**src/rtl/mul_div_unit.sv**
```systemverilog
// Iterative RV32M multiply/divide unit: 1 bit per cycle, magnitudes in the
// datapath, sign fix-up in a single correction cycle, registered result port.
module mul_div_unit #(
  parameter int unsigned XLEN = 32
) (
  input  logic            clk,
  input  logic            rst,
  input  logic            in_valid,
  output logic            in_ready,
  input  logic [2:0]      op,
  input  logic [4:0]      rd,
  input  logic [XLEN-1:0] src1,
  input  logic [XLEN-1:0] src2,
  input  logic            flush,
  output logic            out_valid,
  input  logic            out_ready,
  output logic [4:0]      out_rd,
  output logic [XLEN-1:0] out_data
);

  localparam int unsigned CW = $clog2(XLEN);
  localparam int unsigned PW = 2 * XLEN;

  typedef enum logic [1:0] {IDLE, CALC, FIX, DONE} state_t;

  state_t          state, state_d;
  logic            out_valid_d;
  logic [CW-1:0]   cnt;
  logic [2:0]      op_q;
  logic [4:0]      rd_q;
  logic            neg_q;
  logic [XLEN-1:0] a;
  logic [PW-1:0]   acc;

  logic            s1, s2, n1, n2;
  logic [XLEN-1:0] m1, m2;
  logic            div_zero, div_ovf, bypass, start_neg, accept, last;
  logic [XLEN-1:0] bypass_val;

  // Request decode: operand signedness, magnitudes and special-case divides
  assign in_ready   = (state == IDLE);
  assign accept     = (state == IDLE) && in_valid && !flush;
  assign last       = (cnt == CW'(XLEN - 1));
  assign s1         = op[2] ? ~op[0] : (op[1:0] != 2'd3);
  assign s2         = op[2] ? ~op[0] : ~op[1];
  assign n1         = s1 & src1[XLEN-1];
  assign n2         = s2 & src2[XLEN-1];
  assign m1         = n1 ? -src1 : src1;
  assign m2         = n2 ? -src2 : src2;
  assign div_zero   = op[2] && (src2 == '0);
  assign div_ovf    = op[2] && !op[0] && (src1 == {1'b1, {(XLEN-1){1'b0}}}) && (&src2);
  assign bypass     = div_zero || div_ovf;
  assign bypass_val = op[1] ? (div_zero ? src1 : '0) : (div_zero ? '1 : src1);
  assign start_neg  = (op[2] && op[1]) ? n1 : (n1 ^ n2);

  // One shift-add multiply step and one restoring divide step
  logic [XLEN:0]   mul_sum;
  logic [PW-1:0]   mul_step, div_step;
  logic [XLEN:0]   rem_sh;
  logic            rem_ge;
  logic [XLEN-1:0] rem_diff;

  assign mul_sum  = {1'b0, acc[PW-1:XLEN]} + (acc[0] ? {1'b0, a} : '0);
  assign mul_step = {mul_sum, acc[XLEN-1:1]};
  assign rem_sh   = acc[PW-1:XLEN-1];
  assign rem_ge   = (rem_sh >= {1'b0, a});
  assign rem_diff = rem_sh[XLEN-1:0] - a;
  assign div_step = rem_ge ? {rem_diff, acc[XLEN-2:0], 1'b1} : {acc[PW-2:0], 1'b0};

  // Sign correction and result selection for the FIX cycle
  logic [PW-1:0]   prod_fix;
  logic [XLEN-1:0] result;

  always_comb begin
    prod_fix = neg_q ? -acc : acc;
    result   = '0;
    case (op_q)
      3'd0:           result = prod_fix[XLEN-1:0];
      3'd1, 3'd2, 3'd3: result = prod_fix[PW-1:XLEN];
      3'd4, 3'd5:     result = neg_q ? -acc[XLEN-1:0] : acc[XLEN-1:0];
      default:        result = neg_q ? -acc[PW-1:XLEN] : acc[PW-1:XLEN];
    endcase
  end

  // Next-state and out_valid logic
  always_comb begin
    state_d     = state;
    out_valid_d = out_valid;
    if (flush) begin
      state_d     = IDLE;
      out_valid_d = 1'b0;
    end else begin
      case (state)
        IDLE: if (in_valid) state_d = bypass ? DONE : CALC;
        CALC: if (last) state_d = FIX;
        FIX: begin
          state_d     = DONE;
          out_valid_d = 1'b1;
        end
        DONE: begin
          if (!out_valid) begin
            out_valid_d = 1'b1;
          end else if (out_ready) begin
            state_d     = IDLE;
            out_valid_d = 1'b0;
          end
        end
        default: state_d = IDLE;
      endcase
    end
  end

  // State and out_valid registers
  always_ff @(posedge clk) begin
    if (!rst) begin
      state     <= IDLE;
      out_valid <= 1'b0;
    end else begin
      state     <= state_d;
      out_valid <= out_valid_d;
    end
  end

  // Datapath: latch on accept, iterate in CALC, write result in FIX
  always_ff @(posedge clk) begin
    if (!rst) begin
      cnt      <= '0;
      op_q     <= '0;
      rd_q     <= '0;
      neg_q    <= 1'b0;
      a        <= '0;
      acc      <= '0;
      out_rd   <= '0;
      out_data <= '0;
    end else if (accept) begin
      cnt    <= '0;
      op_q   <= op;
      rd_q   <= rd;
      out_rd <= rd;
      neg_q  <= start_neg;
      a      <= op[2] ? m2 : m1;
      acc    <= {{XLEN{1'b0}}, (op[2] ? m1 : m2)};
      if (bypass) out_data <= (rd == 5'd0) ? '0 : bypass_val;
    end else if (!flush) begin
      if (state == CALC) begin
        acc <= op_q[2] ? div_step : mul_step;
        cnt <= cnt + CW'(1);
      end else if (state == FIX) begin
        out_data <= (rd_q == 5'd0) ? '0 : result;
      end
    end
  end

endmodule

```
**config.mk**
```make
export PLATFORM = sky130hd
export DESIGN_NAME = mul_div_unit
export DESIGN_NICKNAME = d
export VERILOG_FILES = /design/src/rtl/mul_div_unit.sv
export SDC_FILE = /design/constraint.sdc
export NUM_CORES = 1
export LEC_CHECK = 0
export ABC_CLOCK_PERIOD_IN_PS = 6710
export BUFFER_PORTS_ARGS = -buffer_cell sky130_fd_sc_hd__buf_2
export CAP_MARGIN = 20
export CORE_UTILIZATION = 38
export CTS_BUF_LIST = sky130_fd_sc_hd__clkbuf_2 sky130_fd_sc_hd__clkbuf_4 sky130_fd_sc_hd__clkbuf_8
export CTS_CLUSTER_SIZE = 10
export DETAILED_ROUTE_END_ITERATION = 10
export GPL_TIMING_DRIVEN = 0
export SYNTH_ARGS = -nofsm -noshare
export SYNTH_HDL_FRONTEND = slang
export SYNTH_SLANG_ARGS = --single-unit
```
**constraint.sdc**
```tcl
create_clock -name clk -period 6.71 [get_ports clk]
set_input_delay 0 -clock clk [delete_from_list [all_inputs] [get_ports clk]]
set_output_delay 0 -clock clk [all_outputs]
set_load 0.02 [all_outputs]
```
Word level (Yosys, flattened, before mapping)
Cells that the tools add are included.
- bits in registers: 145
- output and inout bits: 39
- logic and storage cells: 107
- $add $sub $neg: 8
- order comparisons: 1
- equal/unequal tests: 18
- multiplexer cells: 36
- bitwise gates (word level): 7
- reductions and logical operators: 27
- operators with widths (cell ; number):
    2-to-1 mux 32 bit ; 20
    2-to-1 mux 64 bit ; 3
    negation 32 bit ; 4
    one-hot mux 32 bit (3 select lines) ; 1
    negation 64 bit ; 1
    adder 32 x 32 -> 33 bit ; 1
    >= comparator 33 x 32 -> 1 bit ; 1
    equality test 32 bit, second input constant ; 1
    logical NOT 32 bit ; 1
    AND reduction 32 bit ; 1
    subtractor 32 bit ; 1
    != test 2 bit, second input constant ; 7
    logical NOT 5 bit ; 2
    2-to-1 mux 2 bit ; 5
    one-hot mux 2 bit (4 select lines) ; 1
    AND reduction 4 bit ; 2
    logical AND 1 bit ; 7
    equality test 3 x 2 -> 1 bit, second input constant ; 2
    equality test 3 bit, second input constant ; 2
    nonzero test 2 bit ; 3
    OR reduction 2 bit ; 3
    adder 5 x 1 -> 5 bit, second input constant ; 1
    equality test 5 bit, second input constant ; 1
    2-to-1 mux 1 bit ; 5
    14 further kinds ; 21

Depth between registers and ports, before layout
- depth after elaboration: 8
- depth in mapped cells: 14
- mapped depth without buffers: 11

Worst setup path before layout
Ideal clock, no wire load.
- path kind: reg-to-reg
- start point: reg acc[0]
- end point: reg acc[59]
- data arrival time: 3.028 ns
- slack: 3.557 ns
- stages on the path, launching flop included: 13
- path buffers: 1
- period minus slack after synthesis: 3.153 ns
- path through: dfxtp_1 inv_1 buf_1 nor2_1 ha_1 a21o_1 a221oi_1 nand3_1 and3_1 or4_1 and3_1 o31ai_1 a21oi_1
- cells in the longest elaborated chain, start to end: 3
- ends and longest elaborated chain (element ; line ; RTL):
    start: declaration ; 33 ; logic [PW-1:0] acc;
    start signal: assignment ; 142 ; acc <= {{XLEN{1'b0}}, (op[2] ? m1 : m2)};
    start signal: assignment ; 146 ; acc <= op_q[2] ? div_step : mul_step;
    2-to-1 mux 32 bit ; 63 ; assign mul_sum = {1'b0, acc[PW-1:XLEN]} + (acc[0] ? {1'b0, a} : '0);
    adder 32 x 32 -> 33 bit ; 63 ;
    2-to-1 mux 64 bit ; 146 ;
Every way passes these cells.
A chain may end at the register's enable or synchronous reset.

Final worst setup path
- start point: reg acc[0]
- end point: reg out_data[22]
- cells in the longest elaborated chain, start to end: 8
- ends and longest elaborated chain (element ; line ; RTL):
    negation 64 bit / negation 32 bit (equally long branches) ; 75, 80 ;
    2-to-1 mux 64 bit / 2-to-1 mux 32 bit (equally long branches) ; 75, 80 ;
    one-hot mux 32 bit (3 select lines) (*) ; 77 ; case (op_q)
    2-to-1 mux 32 bit (*) ; 149 ; out_data <= (rd_q == 5'd0) ? '0 : result;
    2-to-1 mux 32 bit (*) ; 148 ; end else if (state == FIX) begin
    2-to-1 mux 32 bit (*) ; 145 ; if (state == CALC) begin
    2-to-1 mux 32 bit (*) ; 144 ; end else if (!flush) begin
    2-to-1 mux 32 bit (*) ; 135 ; end else if (accept) begin
    end signal: assignment ; 143 ; if (bypass) out_data <= (rd == 5'd0) ? '0 : bypass_val;
    end signal: assignment ; 149 ;
    end: declaration ; 18 ; output logic [XLEN-1:0] out_data
Mark *: on every way between the ends. The rest lies on a longest branch, timed or not. The select of a mux whose other input is x is not followed.

==> reports/results.txt <==
Async SR Flop Fraction = 0%
Logic gate share of total power = 44.6%
Util after Layout = 43.5%
Total track usage = 36.9%
Synth Net Count = 2412
Per-cell routed wire length = 26.6 um
Worst skew pair latency = 540 ps
Status = finished clean
Post-Syn Area = 0.0158 sq mm
Worst setup EP type = register
Number of post-CTS setup repair buffers = 0
Layout cells sized above 1 = 9.64%
Layout area overhead = 12.6%
Sequential share of power = 30.6%
R2R cell count = 12
Largest net degree at the start of global routing = 17
Synthesized flop and latch total = 145
Starting density of the core = 38.6%
WP data required = 7140 ps
Most frequent cells in the layout = a21oi_1, nand2_1, nor2_1, o21ai_0, dfxtp_1
Max Clock Skew = 26.1 ps
Drt total wl = 79200 um
Max clock buf depth = 2
Power Internal = 1.68 mW
Netlist cell types = 91
Io pins = 116
Vias per std cell = 6.40
WS Path Type = register to register
DRC errors left = 0
Max_cap viols = 0
Port Buffers = 115
EDFF count, synth = 0
DP Wirelength = 64000 um
Hold Crit Depth = 4
Die span in y = 206 um
Least-Margin Pin Slew = 1210 ps
Part of the power in the clock network = 24.8%
Initial antenna violation count = 1
Core Area = 0.0410 sq mm
Met3 WL post-DR = 7830 um
CTS-repair resized insts = 0
FP Rows = 74
Final GP Congestion = 1.04
Routed Antenna Nets = 0
Most common cell after layout, fill and taps aside = a21oi_1
Detailed Route Iter0 Violations = 2041
Crit path max fanout = 10
Hold Fails Final Rpt = 0
Clk root buf = clkbuf_8
Syn avg cell area = 7.02 sq um
Met2 routed WL = 34500 um
VDD IR-drop max = 115 uV
Prevailing post-synth register cell = dfxtp_1
Vias in the first global route = 17524
CTS Hold Buffers Added = 33
CP Launch Type = register
Critical path arrival = 5350 ps
Max Slew Vio Count = 0
Number of H-tree levels = 4
Num CTS Buffers = 17
Fin worst setup slack = 1790 ps
First-pass GRT wire length = 115000 um
Register area share after synthesis = 18.3%
Grt total ovfl = 0
Switching Fraction = 46.3%
Crit share post-route = 73.3%
HP Class = primary input to register
Top layer in use = met4
Switching power = 1.45 mW
Pleak = 6.94 nW
Ys Warns = 0
Slew Limit Headroom = 18.7%
Setup tns final = 0 ps
Nets = 2580
Via count = 19016
Unrepaired setup endpoints after global routing = no
FMAX = 203 MHz
CTS tree = built
DRT Pass-1 Iters = 8
Final setup fails = 0
Cells after Synth = 2257
Final min period = 4920 ps
Cell area power density = 175 mW/mm^2
Die area = 0.0425 sq mm
Routed length on met1 = 33100 um
Clk sinks = 145
Pre-CTS setup slack = 2030 ps
Chip width = 206 um
Clock transition at path regs = 110 ps
[power groups by stage]
stage / registers, mW / clock network [mW] / logic, mW
finish: 0.955 / 0.774 / 1.39
global route: 0.958 / 0.801 / 1.47
CTS: 0.952 / 0.773 / 1.34
detailed placement: 0.972 / 0 / 1.32
global placement: 0.972 / 0 / 1.32
floorplan: 0.970 / 0 / 0.844
[final timing paths]
path,start,to,slack (ps)
worst max register to register,acc[0],out_data[22],1790
worst min-delay path,src1[18],out_data[18],20
worst min register to register,a[17],a[17],460
worst max-delay path,acc[0],out_data[22],1790
[area by class of cell]
type	instances	area [sq um]
clock buffers	19	262
diodes	3	7.51
flip-flops and latches	145	2900
clock inverters	13	144
repair buffers	149	913
fillers	4327	23200
well taps	532	666
inverters	74	278
plain buffers	187	800
multi-input cells	1851	11900
[routing by layer]
metal,vias up,GRT usage (%)
li1,8663,-
met1,9080,48.6
met2,1064,57.8
met3,209,8.18
met4,0,15.4
met5,-,0
[cell families after synthesis]
family / share of synthesized area (%)
AO/OA/AOI/OAI: 31.4
AND/OR/NAND/NOR: 22.2
buffers and inverters: 6.80
XOR/XNOR: 9.07
flip-flops: 18.3
adder cells (fa/ha/maj): 8.28
multiplexers: 3.92
[worst max-delay path, cell delays in order, from the launching register on]
cell     delay, ps
dfxtp_1        380
inv_1          330
buf_1          630
ha_1           350
or4b_2         660
nor3_1         450
nand4_1        470
buf_2          360
o31ai_1        290
xor2_1         340
a21oi_1        240
a21oi_1        200
a21oi_1         90
[state kept, by name, indices dropped and copies added (netlist names)]
name and count:
a 32, rd_q 5, neg_q 1, cnt 5
acc 64, state 2, out_data 32, op_q 3
out_valid 1
[synth_stat cells, types with 6 or more instances]
library cell	instances	area [sq um]
a21o_1	23	173
or4_1	30	225
a211oi_1	36	270
or3_1	19	119
a31oi_1	37	231
clkbuf_1	135	507
and3_1	14	87.6
o31ai_1	34	255
nand2b_1	13	81.3
o22ai_1	28	175
or2_2	12	75.1
ha_1	76	951
xor2_1	72	631
buf_2	17	85.1
mux2_2	9	101
o21a_1	18	135
inv_1	72	270
o221ai_1	16	140
a22oi_1	10	75.1
o21ai_0	166	831
a41oi_1	10	87.6
nand2_1	230	863
buf_4	11	82.6
o211ai_1	56	420
nor4_1	31	194
dfxtp_1	145	2900
a211o_1	8	70.1
and2_1	11	68.8
nor3_1	43	215
mux2i_1	52	521
nand4_1	36	225
o21bai_1	6	45.0
nor2_1	219	822
nand3_1	46	230
buf_1	16	60.1
a221oi_1	7	61.3
a21oi_1	240	1200
o41ai_1	24	210
xnor2_1	92	806
maj3_1	32	320
[metrics by stage]
| stage | hold slack (ps) | instances | instance area [sq um] | power (mW) |
|---|---|---|---|---|
| floorplan | 136 | 2257 | 15800 | 1.81 |
| global placement | 259 | 2904 | 17100 | 2.29 |
| detailed placement | 260 | 2905 | 17100 | 2.29 |
| CTS | 1.03 | 2970 | 17800 | 3.07 |
| global route | 47.2 | 2970 | 17800 | 3.23 |
| finish | 17.4 | 2973 | 17800 | 3.12 |
Power figures use the tool's default switching activity.
